--- src/rtl/mem_access_stage_pkg.sv ---
// Shared constants for the MEM stage: funct3 access encodings, FSM states and
// data-memory strobe width, plus small decode helpers.
package mem_access_stage_pkg;

    localparam int DMEM_STRB_WIDTH = 4;

    localparam logic [2:0] F3_B  = 3'b000;
    localparam logic [2:0] F3_H  = 3'b001;
    localparam logic [2:0] F3_W  = 3'b010;
    localparam logic [2:0] F3_BU = 3'b100;
    localparam logic [2:0] F3_HU = 3'b101;

    typedef enum logic {
        ST_IDLE   = 1'b0,
        ST_ACCESS = 1'b1
    } state_t;

    typedef enum logic [1:0] {
        SZ_BYTE = 2'd0,
        SZ_HALF = 2'd1,
        SZ_WORD = 2'd2
    } size_t;

    // Reserved encodings fall through to a word access.
    function automatic size_t access_size(input logic [2:0] funct3);
        case (funct3)
            F3_B, F3_BU: return SZ_BYTE;
            F3_H, F3_HU: return SZ_HALF;
            default:     return SZ_WORD;
        endcase
    endfunction

    function automatic logic is_misaligned(input logic [2:0] funct3, input logic [1:0] off);
        case (access_size(funct3))
            SZ_HALF: return off[0];
            SZ_WORD: return off != 2'b00;
            default: return 1'b0;
        endcase
    endfunction

endpackage

--- src/rtl/mem_access_stage_load_extend.sv ---
// Load lane extraction: pick the byte/half addressed by addr_lo out of the
// read word and sign- or zero-extend it according to funct3.
module load_extend
    import mem_access_stage_pkg::*;
#(
    parameter int DATA_WIDTH = 32
) (
    input  logic [DATA_WIDTH-1:0] rdata,
    input  logic [1:0]            addr_lo,
    input  logic [2:0]            funct3,
    output logic [DATA_WIDTH-1:0] data
);

    logic [7:0]  lane_b;
    logic [15:0] lane_h;

    always_comb begin
        lane_b = rdata[{addr_lo, 3'b000} +: 8];
        lane_h = rdata[{addr_lo[1], 4'b0000} +: 16];
        case (funct3)
            F3_B:    data = {{(DATA_WIDTH-8){lane_b[7]}}, lane_b};
            F3_BU:   data = {{(DATA_WIDTH-8){1'b0}}, lane_b};
            F3_H:    data = {{(DATA_WIDTH-16){lane_h[15]}}, lane_h};
            F3_HU:   data = {{(DATA_WIDTH-16){1'b0}}, lane_h};
            default: data = rdata;
        endcase
    end

endmodule

--- src/rtl/mem_access_stage.sv ---
// MEM pipeline stage: drives the request/ready data-memory port and registers
// results toward write-back. Optional access timeout via `define MEM_TIMEOUT_EN.
//
// state     | meaning
// ST_IDLE   | accept from EX; ALU ops and misaligned accesses retire next edge
// ST_ACCESS | memory request outstanding, dmem_* held, stall until dmem_ready
module mem_access_stage
    import mem_access_stage_pkg::*;
#(
    parameter int DATA_WIDTH     = 32,
    parameter int ADDR_WIDTH     = 32,
    parameter int REG_ADDR_WIDTH = 5,
    parameter int TIMEOUT_CYCLES = 256
) (
    input  logic                       clk,
    input  logic                       rst,
    input  logic                       ex_valid,
    input  logic [DATA_WIDTH-1:0]      ex_alu_result,
    input  logic [DATA_WIDTH-1:0]      ex_store_data,
    input  logic                       ex_mem_read,
    input  logic                       ex_mem_write,
    input  logic [2:0]                 ex_funct3,
    input  logic [REG_ADDR_WIDTH-1:0]  ex_rd,
    input  logic                       ex_reg_write,
    output logic                       mem_stall,
    output logic                       dmem_req,
    output logic                       dmem_we,
    output logic [ADDR_WIDTH-1:0]      dmem_addr,
    output logic [DATA_WIDTH-1:0]      dmem_wdata,
    output logic [DMEM_STRB_WIDTH-1:0] dmem_wstrb,
    input  logic                       dmem_ready,
    input  logic [DATA_WIDTH-1:0]      dmem_rdata,
    output logic                       wb_valid,
    output logic [DATA_WIDTH-1:0]      wb_data,
    output logic [REG_ADDR_WIDTH-1:0]  wb_rd,
    output logic                       wb_reg_write,
`ifdef MEM_TIMEOUT_EN
    output logic                       bus_error,
`endif
    output logic                       misalign
);

    state_t state, state_next;

    logic                      is_mem;
    logic                      is_store;
    logic [1:0]                off;
    logic                      bad_align;
    logic                      start;
    logic [ADDR_WIDTH-1:0]     addr_full;
    logic [DATA_WIDTH-1:0]     st_wdata;
    logic [DMEM_STRB_WIDTH-1:0] st_strb;
    logic [DATA_WIDTH-1:0]     ld_data;

    logic                      acc_load;
    logic [2:0]                acc_funct3;
    logic [1:0]                acc_off;
    logic [REG_ADDR_WIDTH-1:0] acc_rd;
    logic                      acc_reg_write;

    assign is_mem    = ex_mem_read | ex_mem_write;
    assign is_store  = ex_mem_write;
    assign off       = ex_alu_result[1:0];
    assign bad_align = is_mem && is_misaligned(ex_funct3, off);
    assign start     = (state == ST_IDLE) && ex_valid && is_mem && !bad_align;
    assign addr_full = ADDR_WIDTH'(ex_alu_result);

`ifdef MEM_TIMEOUT_EN
    localparam int CNT_W = ($clog2(TIMEOUT_CYCLES) > 8) ? $clog2(TIMEOUT_CYCLES) : 8;
    logic [CNT_W-1:0] wait_cnt;
    logic             expire;
    assign expire = (state == ST_ACCESS) && !dmem_ready &&
                    (wait_cnt == CNT_W'(TIMEOUT_CYCLES - 1));
`endif

    always_comb begin
        st_strb  = {DMEM_STRB_WIDTH{1'b1}};
        st_wdata = ex_store_data;
        case (access_size(ex_funct3))
            SZ_BYTE: begin
                st_strb  = DMEM_STRB_WIDTH'(1) << off;
                st_wdata = {(DATA_WIDTH/8){ex_store_data[7:0]}};
            end
            SZ_HALF: begin
                st_strb  = DMEM_STRB_WIDTH'(3) << off;
                st_wdata = {(DATA_WIDTH/16){ex_store_data[15:0]}};
            end
            default: ;
        endcase
    end

    load_extend #(.DATA_WIDTH(DATA_WIDTH)) u_load_extend (
        .rdata   (dmem_rdata),
        .addr_lo (acc_off),
        .funct3  (acc_funct3),
        .data    (ld_data)
    );

    always_comb begin
        state_next = state;
        mem_stall  = 1'b0;
        case (state)
            ST_IDLE: begin
                if (start) begin
                    state_next = ST_ACCESS;
                    mem_stall  = 1'b1;
                end
            end
            ST_ACCESS: begin
                mem_stall = !dmem_ready;
                if (dmem_ready) state_next = ST_IDLE;
`ifdef MEM_TIMEOUT_EN
                if (expire) begin
                    state_next = ST_IDLE;
                    mem_stall  = 1'b0;
                end
`endif
            end
            default: state_next = ST_IDLE;
        endcase
    end

    always_ff @(posedge clk) begin
        if (rst) begin
            state         <= ST_IDLE;
            wb_valid      <= 1'b0;
            wb_data       <= '0;
            wb_rd         <= '0;
            wb_reg_write  <= 1'b0;
            misalign      <= 1'b0;
            dmem_req      <= 1'b0;
            dmem_we       <= 1'b0;
            dmem_addr     <= '0;
            dmem_wdata    <= '0;
            dmem_wstrb    <= '0;
            acc_load      <= 1'b0;
            acc_funct3    <= '0;
            acc_off       <= '0;
            acc_rd        <= '0;
            acc_reg_write <= 1'b0;
`ifdef MEM_TIMEOUT_EN
            wait_cnt      <= '0;
            bus_error     <= 1'b0;
`endif
        end else begin
            state    <= state_next;
            wb_valid <= 1'b0;
            misalign <= 1'b0;
`ifdef MEM_TIMEOUT_EN
            bus_error <= 1'b0;
`endif
            case (state)
                ST_IDLE: begin
                    if (ex_valid && !is_mem) begin
                        wb_valid     <= 1'b1;
                        wb_data      <= ex_alu_result;
                        wb_rd        <= ex_rd;
                        wb_reg_write <= ex_reg_write;
                    end else if (ex_valid && bad_align) begin
                        wb_valid     <= 1'b1;
                        wb_data      <= ex_alu_result;
                        wb_rd        <= ex_rd;
                        wb_reg_write <= 1'b0;
                        misalign     <= 1'b1;
                    end else if (start) begin
                        dmem_req      <= 1'b1;
                        dmem_we       <= is_store;
                        dmem_addr     <= {addr_full[ADDR_WIDTH-1:2], 2'b00};
                        dmem_wdata    <= st_wdata;
                        dmem_wstrb    <= st_strb;
                        acc_load      <= !is_store;
                        acc_funct3    <= ex_funct3;
                        acc_off       <= off;
                        acc_rd        <= ex_rd;
                        acc_reg_write <= ex_reg_write & !is_store;
`ifdef MEM_TIMEOUT_EN
                        wait_cnt      <= '0;
`endif
                    end
                end
                ST_ACCESS: begin
                    if (dmem_ready) begin
                        dmem_req     <= 1'b0;
                        wb_valid     <= 1'b1;
                        wb_rd        <= acc_rd;
                        wb_reg_write <= acc_reg_write;
                        if (acc_load) wb_data <= ld_data;
`ifdef MEM_TIMEOUT_EN
                    end else if (expire) begin
                        dmem_req     <= 1'b0;
                        wb_valid     <= 1'b1;
                        wb_rd        <= acc_rd;
                        wb_reg_write <= 1'b0;
                        bus_error    <= 1'b1;
                    end else begin
                        wait_cnt <= wait_cnt + 1'b1;
`endif
                    end
                end
                default: ;
            endcase
        end
    end

endmodule

--- config.mk ---
export PLATFORM = sky130hd
export DESIGN_NAME = mem_access_stage
export DESIGN_NICKNAME = d
export VERILOG_FILES = /design/src/rtl/mem_access_stage_pkg.sv /design/src/rtl/mem_access_stage_load_extend.sv /design/src/rtl/mem_access_stage.sv
export SDC_FILE = /design/constraint.sdc
export NUM_CORES = 1
export LEC_CHECK = 0
export CAP_MARGIN = 20
export CORE_MARGIN = 2
export CORE_UTILIZATION = 41
export CTS_CLUSTER_SIZE = 25
export DETAILED_ROUTE_END_ITERATION = 12
export MAX_ROUTING_LAYER = met4
export PLACE_DENSITY = 0.81
export SLEW_MARGIN = 20
export SYNTH_ARGS = -nofsm -noshare
export SYNTH_HDL_FRONTEND = slang
export SYNTH_SLANG_ARGS = --single-unit
--- constraint.sdc ---
create_clock -name clk -period 1.85 [get_ports clk]
set_clock_uncertainty 0.15 [all_clocks]
set_input_delay 0.37 -clock clk [delete_from_list [all_inputs] [get_ports clk]]
set_output_delay 0.37 -clock clk [all_outputs]
set_load 0.005 [all_outputs]
======== After elaboration in Yosys (flattened, before gate mapping) ========
Cells that the tools add are included.
storage, ports and cells
  flip-flop bits (word level) ............. 121
  output and inout bits ................... 111
operators by class
  equality and inequality tests ........... 14
  shift-type cells ........................ 4
  muxes and demuxes ....................... 31
  bitwise gates (word level) .............. 5
  reduce and logical (&&, ||, !) cells .... 21
operators by type and width
  cell                                                                     number
  32-bit two-way mux                                                       4
  32-bit case mux with 2 select lines                                      2
  32-bit case mux with 4 select lines                                      1
  32-bit by 6-bit variable part select with 16-bit output                  1
  32-bit by 6-bit variable part select with 8-bit output                   1
  5-bit two-way mux                                                        3
  3-bit == test, second input constant                                     4
  1-bit two-way mux                                                        12
  1-bit case mux with 2 select lines                                       6
  5-bit case mux with 2 select lines                                       1
  2-bit inequality test, second input constant                             4
  4-bit case mux with 2 select lines                                       1
  4-bit AND reduction                                                      2
  3-bit by 1-bit == test with 1-bit output, second input constant          2
  1-bit logical AND                                                        6
  3-bit logical NOT                                                        2
  1-bit logical NOT                                                        4
  2-bit case mux with 2 select lines                                       1
  2-bit OR reduction                                                       2
  1-bit by 2-bit << shifter with 4-bit output, first input constant        1
  2-bit by 2-bit << shifter with 4-bit output, first input constant        1
  3-bit by 1-bit inequality test with 1-bit output, second input constant  1
  1-bit NOT                                                                3
  3-bit AND reduction                                                      1
  other kinds (9)                                                          9

======== Depth between registers and ports, before layout ========
Gate-level depths: netlist (run 1).
  depth in word-level cells ............... 12
  mapped depth ............................ 8
  depth with buffers taken out ............ 4

======== Cells and area by module ========
From an unflattened synthesis (run 1), not the netlist that was laid out.
unflattened totals
  cell total of the unflattened synthesis .. 703
  area total of the unflattened synthesis .. 5779.3 um2
by module, submodules not included
  module            times used  cells an instance  area each (um2)  sequential area each (um2)
  mem_access_stage  1           594                5151.2           2422.3
  load_extend       1           109                628.1            0.0

======== Least setup slack after synthesis (run 1) ========
OpenSTA, ideal clock, no wires.
  path kind ............................... reg-to-reg
  start ................................... reg acc_off[1]
  end ..................................... reg wb_data[10]
  library setup time ...................... 0.123 ns
  arrival ................................. 1.534 ns
  data required time ...................... 1.577 ns
  path slack .............................. 0.043 ns
  cell stages (with the launch flop) ...... 5
  period minus slack after synthesis ...... 1.807 ns
  path through ............................ dfxtp_1 mux4_1 a211o_1 o2111ai_1 a21oi_1
between the ends
  longest elaborated chain between the ends .. 5
RTL lines
  element                                                                                                                                   line                                                                    RTL
  start: declaration                                                                                                                        mem_access_stage.sv:57                                                  logic [1:0] acc_off;
  start signal: assignment                                                                                                                  mem_access_stage.sv:138                                                 acc_off <= '0;
  start signal: assignment                                                                                                                  mem_access_stage.sv:173                                                 acc_off <= off;
  32-bit by 6-bit variable part select with 16-bit output / 32-bit by 6-bit variable part select with 8-bit output (equally long branches)  mem_access_stage_load_extend.sv:19, mem_access_stage_load_extend.sv:18
  32-bit case mux with 4 select lines *                                                                                                     mem_access_stage_load_extend.sv:20                                      case (funct3)
  32-bit two-way mux *                                                                                                                      mem_access_stage.sv:187                                                 if (acc_load) wb_data <= ld_data;
  32-bit two-way mux *                                                                                                                      mem_access_stage.sv:182                                                 if (dmem_ready) begin
  32-bit case mux with 2 select lines *                                                                                                     mem_access_stage.sv:152                                                 case (state)
  end signal: assignment                                                                                                                    mem_access_stage.sv:156                                                 wb_data <= ex_alu_result;
  end signal: assignment                                                                                                                    mem_access_stage.sv:161                                                 wb_data <= ex_alu_result;
  end signal: assignment                                                                                                                    mem_access_stage.sv:187
  end: declaration                                                                                                                          mem_access_stage.sv:34                                                  output logic [DATA_WIDTH-1:0] wb_data,
Every way passes the cells marked *; elsewhere a longest branch is shown, timed or not. The select of a mux whose other input is x is not followed.
A chain may end at the register's enable or synchronous reset.

======== Final worst setup path (run 1) ========
  start ................................... reg acc_funct3[0]
  end ..................................... reg wb_data[20]
between the ends
  longest elaborated chain between the ends .. 5
RTL lines
  element                                line                                RTL
  start: declaration                     mem_access_stage.sv:56              logic [2:0] acc_funct3;
  start signal: assignment               mem_access_stage.sv:172             acc_funct3 <= ex_funct3;
  3-bit == test (tied with other cells)  mem_access_stage_load_extend.sv:20
  32-bit case mux with 4 select lines *  mem_access_stage_load_extend.sv:20
  32-bit two-way mux *                   mem_access_stage.sv:187
  32-bit two-way mux *                   mem_access_stage.sv:182
  32-bit case mux with 2 select lines *  mem_access_stage.sv:152
Marks and branches as above.

==> results.cfg, run 1 <==
[status]
outcome = finished with violations
violations = negative setup slack

[sta]
worst_slack_ns = -0.0164
period_share = 1.01
finalHoldViolations = 0
slew_headroom = 0.606
setup_violations = 5
finalCriticalPeriod_ns = 1.87
rsz0062_at_grt = true
worst-slew-pin-transition_ns = 0.591
drv_slew = 0
max_freq_mhz = 536

[power]
peakVddDrop_mv = 0.645
p_sw_w = 0.00215
p_seq_frac = 0.348
p_per_area_nw_per_um2 = 840
internal-power_w = 0.00613
p_sw_frac = 0.260
power.total_w = 0.00828
p_comb_frac = 0.198
power.clock.fraction = 0.454
power_leakage_nw = 3.76

[drt]
routed_wl_um = 22900
drt_first_pass_iters = 5
drt_iter0_markers = 739
via_per_inst = 5.77
ant_nets = 0
vias = 6891
routedWlPerCell_um = 19.2
drc = 0

[critical_path]
required_ns = 2.04
critPathMaxFanout = 8
arrival_ns = 2.06
crit_path_start_kind = flop
criticalPathCategory = flop to flop
endpoint_kind = flop
r2r_slack_ns = -0.02

[logic_synthesis]
seq_area_frac_synth = 0.398
synth_edf_count = 0
syn_area_um2 = 6090
ys_ff_latch = 121
synth_top_flop_cell = dfxtp_1
avgSynthCellArea_um2 = 8.09
synth-async-reset-ratio = 0
synth_top_cell_area_share = 0.398
netlist_top_cells_area = dfxtp_1 (40%), nand2_1 (8.1%), a21oi_1 (7.6%)
synth.distinct_cells = 55
ys_warn_count = 0
synth_top_area_cell = dfxtp_1
synthCells = 753

[clock_tree]
cts.path.max_buffers = 2
numCtsBuffers = 17
cts_root_buf = clkbuf_16
clkTransAtPathRegs_ns = 0.06
htree_levels = 4
clkSinkCount = 121
clk_latency_ns = 0.42
cts_hold_buffers = 0
cts_tree = yes

[cells_and_area]
diodes = 0
fillers = 1131
fin_nets = 1109
multi_input_area_um2 = 3490
area_delta_synth_final_pct = 61.9
drive_gt1_frac = 0.178
regArea_um2 = 2430

[floorplanning]
coreArea_um2 = 14500
pin_count = 222
die-area_um2 = 15800
start_util = 0.419
die_y_um = 126
rows = 44
die-width_um = 126

[min_path]
hold_path.class = input port to flop

[global_routing]
antenna_found_initial = 0
grt_pass1_wl_um = 35100
grtUsageTotal = 0.288
overflow = 0
grt_pass1_vias = 6383
grt_max_degree = 54

[placement]
gp_congestion = 0.939
dp_hpwl_um = 15700
pre_cts_ws_ns = -0.702
io_buffers = 219

[job]
maxCapViolations = 0
## critical path, cell delays in order (launching register included)
cell	delay, ns
dfxtp_2	0.33
buf_6	0.11
or4b_4	0.54
o221ai_4	0.09
a311oi_4	0.11
buf_6	0.15
buf_12	0.13
o211ai_1	0.16
## cells in the mapped netlist, types with 8 or more instances
master / instances
a211oi_1: 10
a21oi_1: 93
a221oi_1: 9
a311oi_1: 9
a31oi_1: 18
buf_2: 29
buf_4: 8
clkbuf_1: 29
dfxtp_1: 121
inv_1: 8
mux2i_1: 17
nand2_1: 132
nand3_1: 22
nand4bb_1: 14
nor2_1: 53
nor2b_1: 12
nor3_1: 16
nor3b_1: 8
o2111ai_1: 10
o211ai_1: 30
o211ai_2: 10
o21ai_0: 34
## path summary, 6_finish.rpt
| kind | startpoint | to | cells past startpoint |
|---|---|---|---|
| worst max-delay path | acc_funct3[0] | wb_data[20] | 7 |
| worst min-delay path | rst | dmem_addr[7] | 3 |
| worst max register to register | acc_funct3[0] | wb_data[20] | 7 |
| worst min register to register | dmem_wdata[28] | dmem_wdata[28] | 2 |
## sequential cells by signal (all words and copies together), names as in the netlist, 2 cells and up
register and flops:
dmem_wdata 32, wb_data 32, dmem_addr 30, acc_rd 5
wb_rd 5, dmem_wstrb 4, acc_funct3 3, acc_off 2
## repair_timing
action | CTS | global route
setup buffers | 5 | 1
hold endpoints to repair | 0 | 0
resized for setup | 50 | 44
pin swaps | 17 | 14
setup endpoints to repair | 116 | 72
cloned | 3 | 0
## stage by stage
step	cells	TNS, ns	utilization	instance area (µm²)	hold slack [ns]
2_1_floorplan	754	0	-	6090	0.282
3_3_place_gp	1154	-65.66	0.602	8740	0.291
3_5_place_dp	1154	-68.85	0.602	8740	0.296
4_1_cts	1194	-0.171	0.667	9690	0.192
5_1_grt	1195	-1.17	0.678	9860	0.219
6_report	1195	-0.0543	0.678	9860	0.209
## area by class of cell
cell class,count,area share
tap,184,0.0233
multi-input combinational,546,0.354
inverter,11,0.00457
sequential,121,0.247
clock buffer,19,0.0459
clock inverter,13,0.0220
timing repair buffer,301,0.304
## power groups by stage
stage	logic, W	registers, W	clock network [W]
after floorplan	0.000625	0.00293	0
after global placement	0.00146	0.00292	0
after detailed placement	0.00148	0.00293	0
after CTS	0.00158	0.00288	0.00379
after global routing	0.00174	0.00290	0.00392
final	0.00164	0.00288	0.00376
## layout by cell type (no fill, tap or decap), types with 9 or more instances in the layout
master,n
dlymetal6s2s_1,13
clkbuf_16,17
o21ai_0,30
clkdlybuf4s50_1,196
mux2i_1,16
a211oi_1,9
buf_4,63
nand3_1,21
a21oi_1,89
nand4bb_1,14
nand2_1,131
a31oi_1,17
o211ai_2,10
nor3_1,16
nor2b_1,10
dfxtp_1,115
nor2_1,52
buf_6,12
o211ai_1,30
## cells by family (layout without fill, tap and decap cells)
logic type,Yosys count,count (layout),synth area share
AO/OA/AOI/OAI,243,243,0.270
buffers and inverters,87,344,0.0696
flip-flops,121,121,0.398
multiplexers,22,22,0.0396
other,1,2,0.000616
AND/OR/NAND/NOR,279,279,0.222
## per-layer routing
| metal | part of all wire | global-route usage | vias to the layer above |
|---|---|---|---|
| met4 | 0.032 | 0.103 | 0 |
| met3 | 0.079 | 0.0735 | 57 |
| li1 | - | - | 3230 |
| met2 | 0.47 | 0.434 | 363 |
| met5 | 0 | - | - |
| met1 | 0.42 | 0.375 | 3241 |
Power figures use the tool's default switching activity.
==> inputs of run 2 (changes only) <==
CORE_UTILIZATION = 40   (was 41)
PLACE_DENSITY = 0.79   (was 0.81)
==> run 2 against run 1 <==
Against the previous run: the run still ends with negative setup slack left; critical path depth down 2; sequential share of layout area up 0.25 points; global-route usage down 1.5 points; final area down 1.1%; worst hold slack better by 0.0032 ns; die area up 2.4%; non-clock buffer count up 3; fmax about the same; combinational power about the same; total power down 2.9%; first-iteration DRC count down 10%; critical endpoint is now wb_data[13]; largest cell class unchanged.
==> results.cfg, run 2 (same netlist as run 1, synthesis figures left out) <==
[status]
outcome = finished with violations
violations = negative setup slack

[floorplanning]
pin_count = 222
die-area_um2 = 16200
coreArea_um2 = 15000
start_util = 0.405
die-width_um = 127
rows = 45
die_y_um = 127

[sta]
finalCriticalPeriod_ns = 1.86
period_share = 1.01
max_freq_mhz = 536
hold_slack_ns = 0.212
rsz0062_at_grt = true
slew_headroom = 0.545
setup_violations = 4
tns_ns = -0.0404
drv_slew = 0
worst_slack_ns = -0.0146
worst-slew-pin-transition_ns = 0.682
finalHoldViolations = 0

[critical_path]
crit_path_start_kind = input port
criticalPathCategory = input port to flop
arrival_ns = 2.01
slowest_stage = mux4_2
max_stage_delay_ns = 0.55
crit_chain = clkdlybuf4s50_1 > mux4_2 > a211o_4 > o2111ai_1 > a21oi_1
critPathMaxFanout = 7
required_ns = 2.00
endpoint_kind = flop

[drt]
drt_iter0_markers = 665
drt_first_pass_iters = 5
routed_wl_um = 22800
vias = 6904
via_per_inst = 5.74
routedWlPerCell_um = 19.0
ant_nets = 0
drc = 0

[placement]
io_buffers = 219
gp_congestion = 0.931
pre_cts_ws_ns = -0.606
place_inst = 1160
dp_hpwl_um = 15600

[clock_tree]
clkSinkCount = 121
cts.path.max_buffers = 2
cts_hold_buffers = 0
cts_root_buf = clkbuf_16
clk_latency_ns = 0.42
clkTransAtPathRegs_ns = 0.05
htree_levels = 4
numCtsBuffers = 17
cts_tree = yes

[cells_and_area]
diodes = 0
fin_nets = 1112
layout_commonest_cell = clkdlybuf4s50_1
drive_gt1_frac = 0.170
layout.cells.non_filler = 1202
layout_common_cells = clkdlybuf4s50_1 (201), nand2_1 (131), dfxtp_1 (117)
area_delta_synth_final_pct = 60.1
fillers = 1176
largestRegisters = dmem_wdata x32, wb_data x32, dmem_addr x30

[job]
maxCapViolations = 0

[global_routing]
grt_max_degree = 65
antenna_found_initial = 0
grtUsageTotal = 0.273
grt_pass1_wl_um = 34000
grt_pass1_vias = 6287
overflow = 0

[power]
peakVddDrop_mv = 0.695
power_leakage_nw = 3.64
p_per_area_nw_per_um2 = 824

[min_path]
hold_path.class = input port to flop
==> run 2: critical path, delay by kind of cell <==
family / cells / cell delay, ns
mux: 1 / 0.55
compound gates: 3 / 0.64
buf+inv: 1 / 0.44
==> run 2: layout make-up <==
cell class	count	area [µm²]	share of cell area
Sequential cell	121	2430	0.249
Multi-Input combinational cell	546	3420	0.351
Inverter	11	45.0	0.00462
Tap cell	188	235	0.0241
Clock inverter	12	171	0.0176
Clock buffer	20	457	0.0468
Timing Repair Buffer	304	2990	0.307
==> run 2: path summary, 6_finish.rpt <==
| check | cells past startpoint | start | slack [ns] | endpoint |
|---|---|---|---|---|
| worst max-delay path | 5 | dmem_rdata[31] | -0.01 | wb_data[13] |
| worst min-delay path | 3 | rst | 0.21 | acc_funct3[2] |
| worst max register to register | 6 | acc_off[1] | -0.01 | wb_data[5] |
| worst min register to register | 2 | dmem_wdata[30] | 0.30 | dmem_wdata[30] |
==> run 2: repair_timing <==
item	CTS	global route
pin swaps	17	11
endpoints found under the hold margin	0	0
gates cloned	2	1
endpoints found under the setup margin	119	38
gates resized for setup	35	36
buffers inserted	5	4
==> run 2: where the power goes <==
group | switching [W] | internal (W)
Sequential | 0.0000976 | 0.00278
Clock | 0.00122 | 0.00232
Combinational | 0.000757 | 0.000866
Total | 0.00208 | 0.00596
==> run 2: stage by stage <==
stage	area [µm²]	power, W	utilization
floorplan	6090	0.00355	-
global route	9750	0.00834	0.649
CTS	9600	0.00801	0.639
detailed placement	8800	0.00442	0.585
global placement	8800	0.00440	0.585
finish	9750	0.00804	0.649
==> run 2: layer usage <==
| layer | vias up | GRT usage | share of wire |
|---|---|---|---|
| met3 | 60 | 0.0544 | 0.068 |
| met2 | 349 | 0.419 | 0.47 |
| met1 | 3274 | 0.362 | 0.44 |
| met5 | - | - | 0 |
| met4 | 0 | 0.0905 | 0.026 |
| li1 | 3221 | - | - |
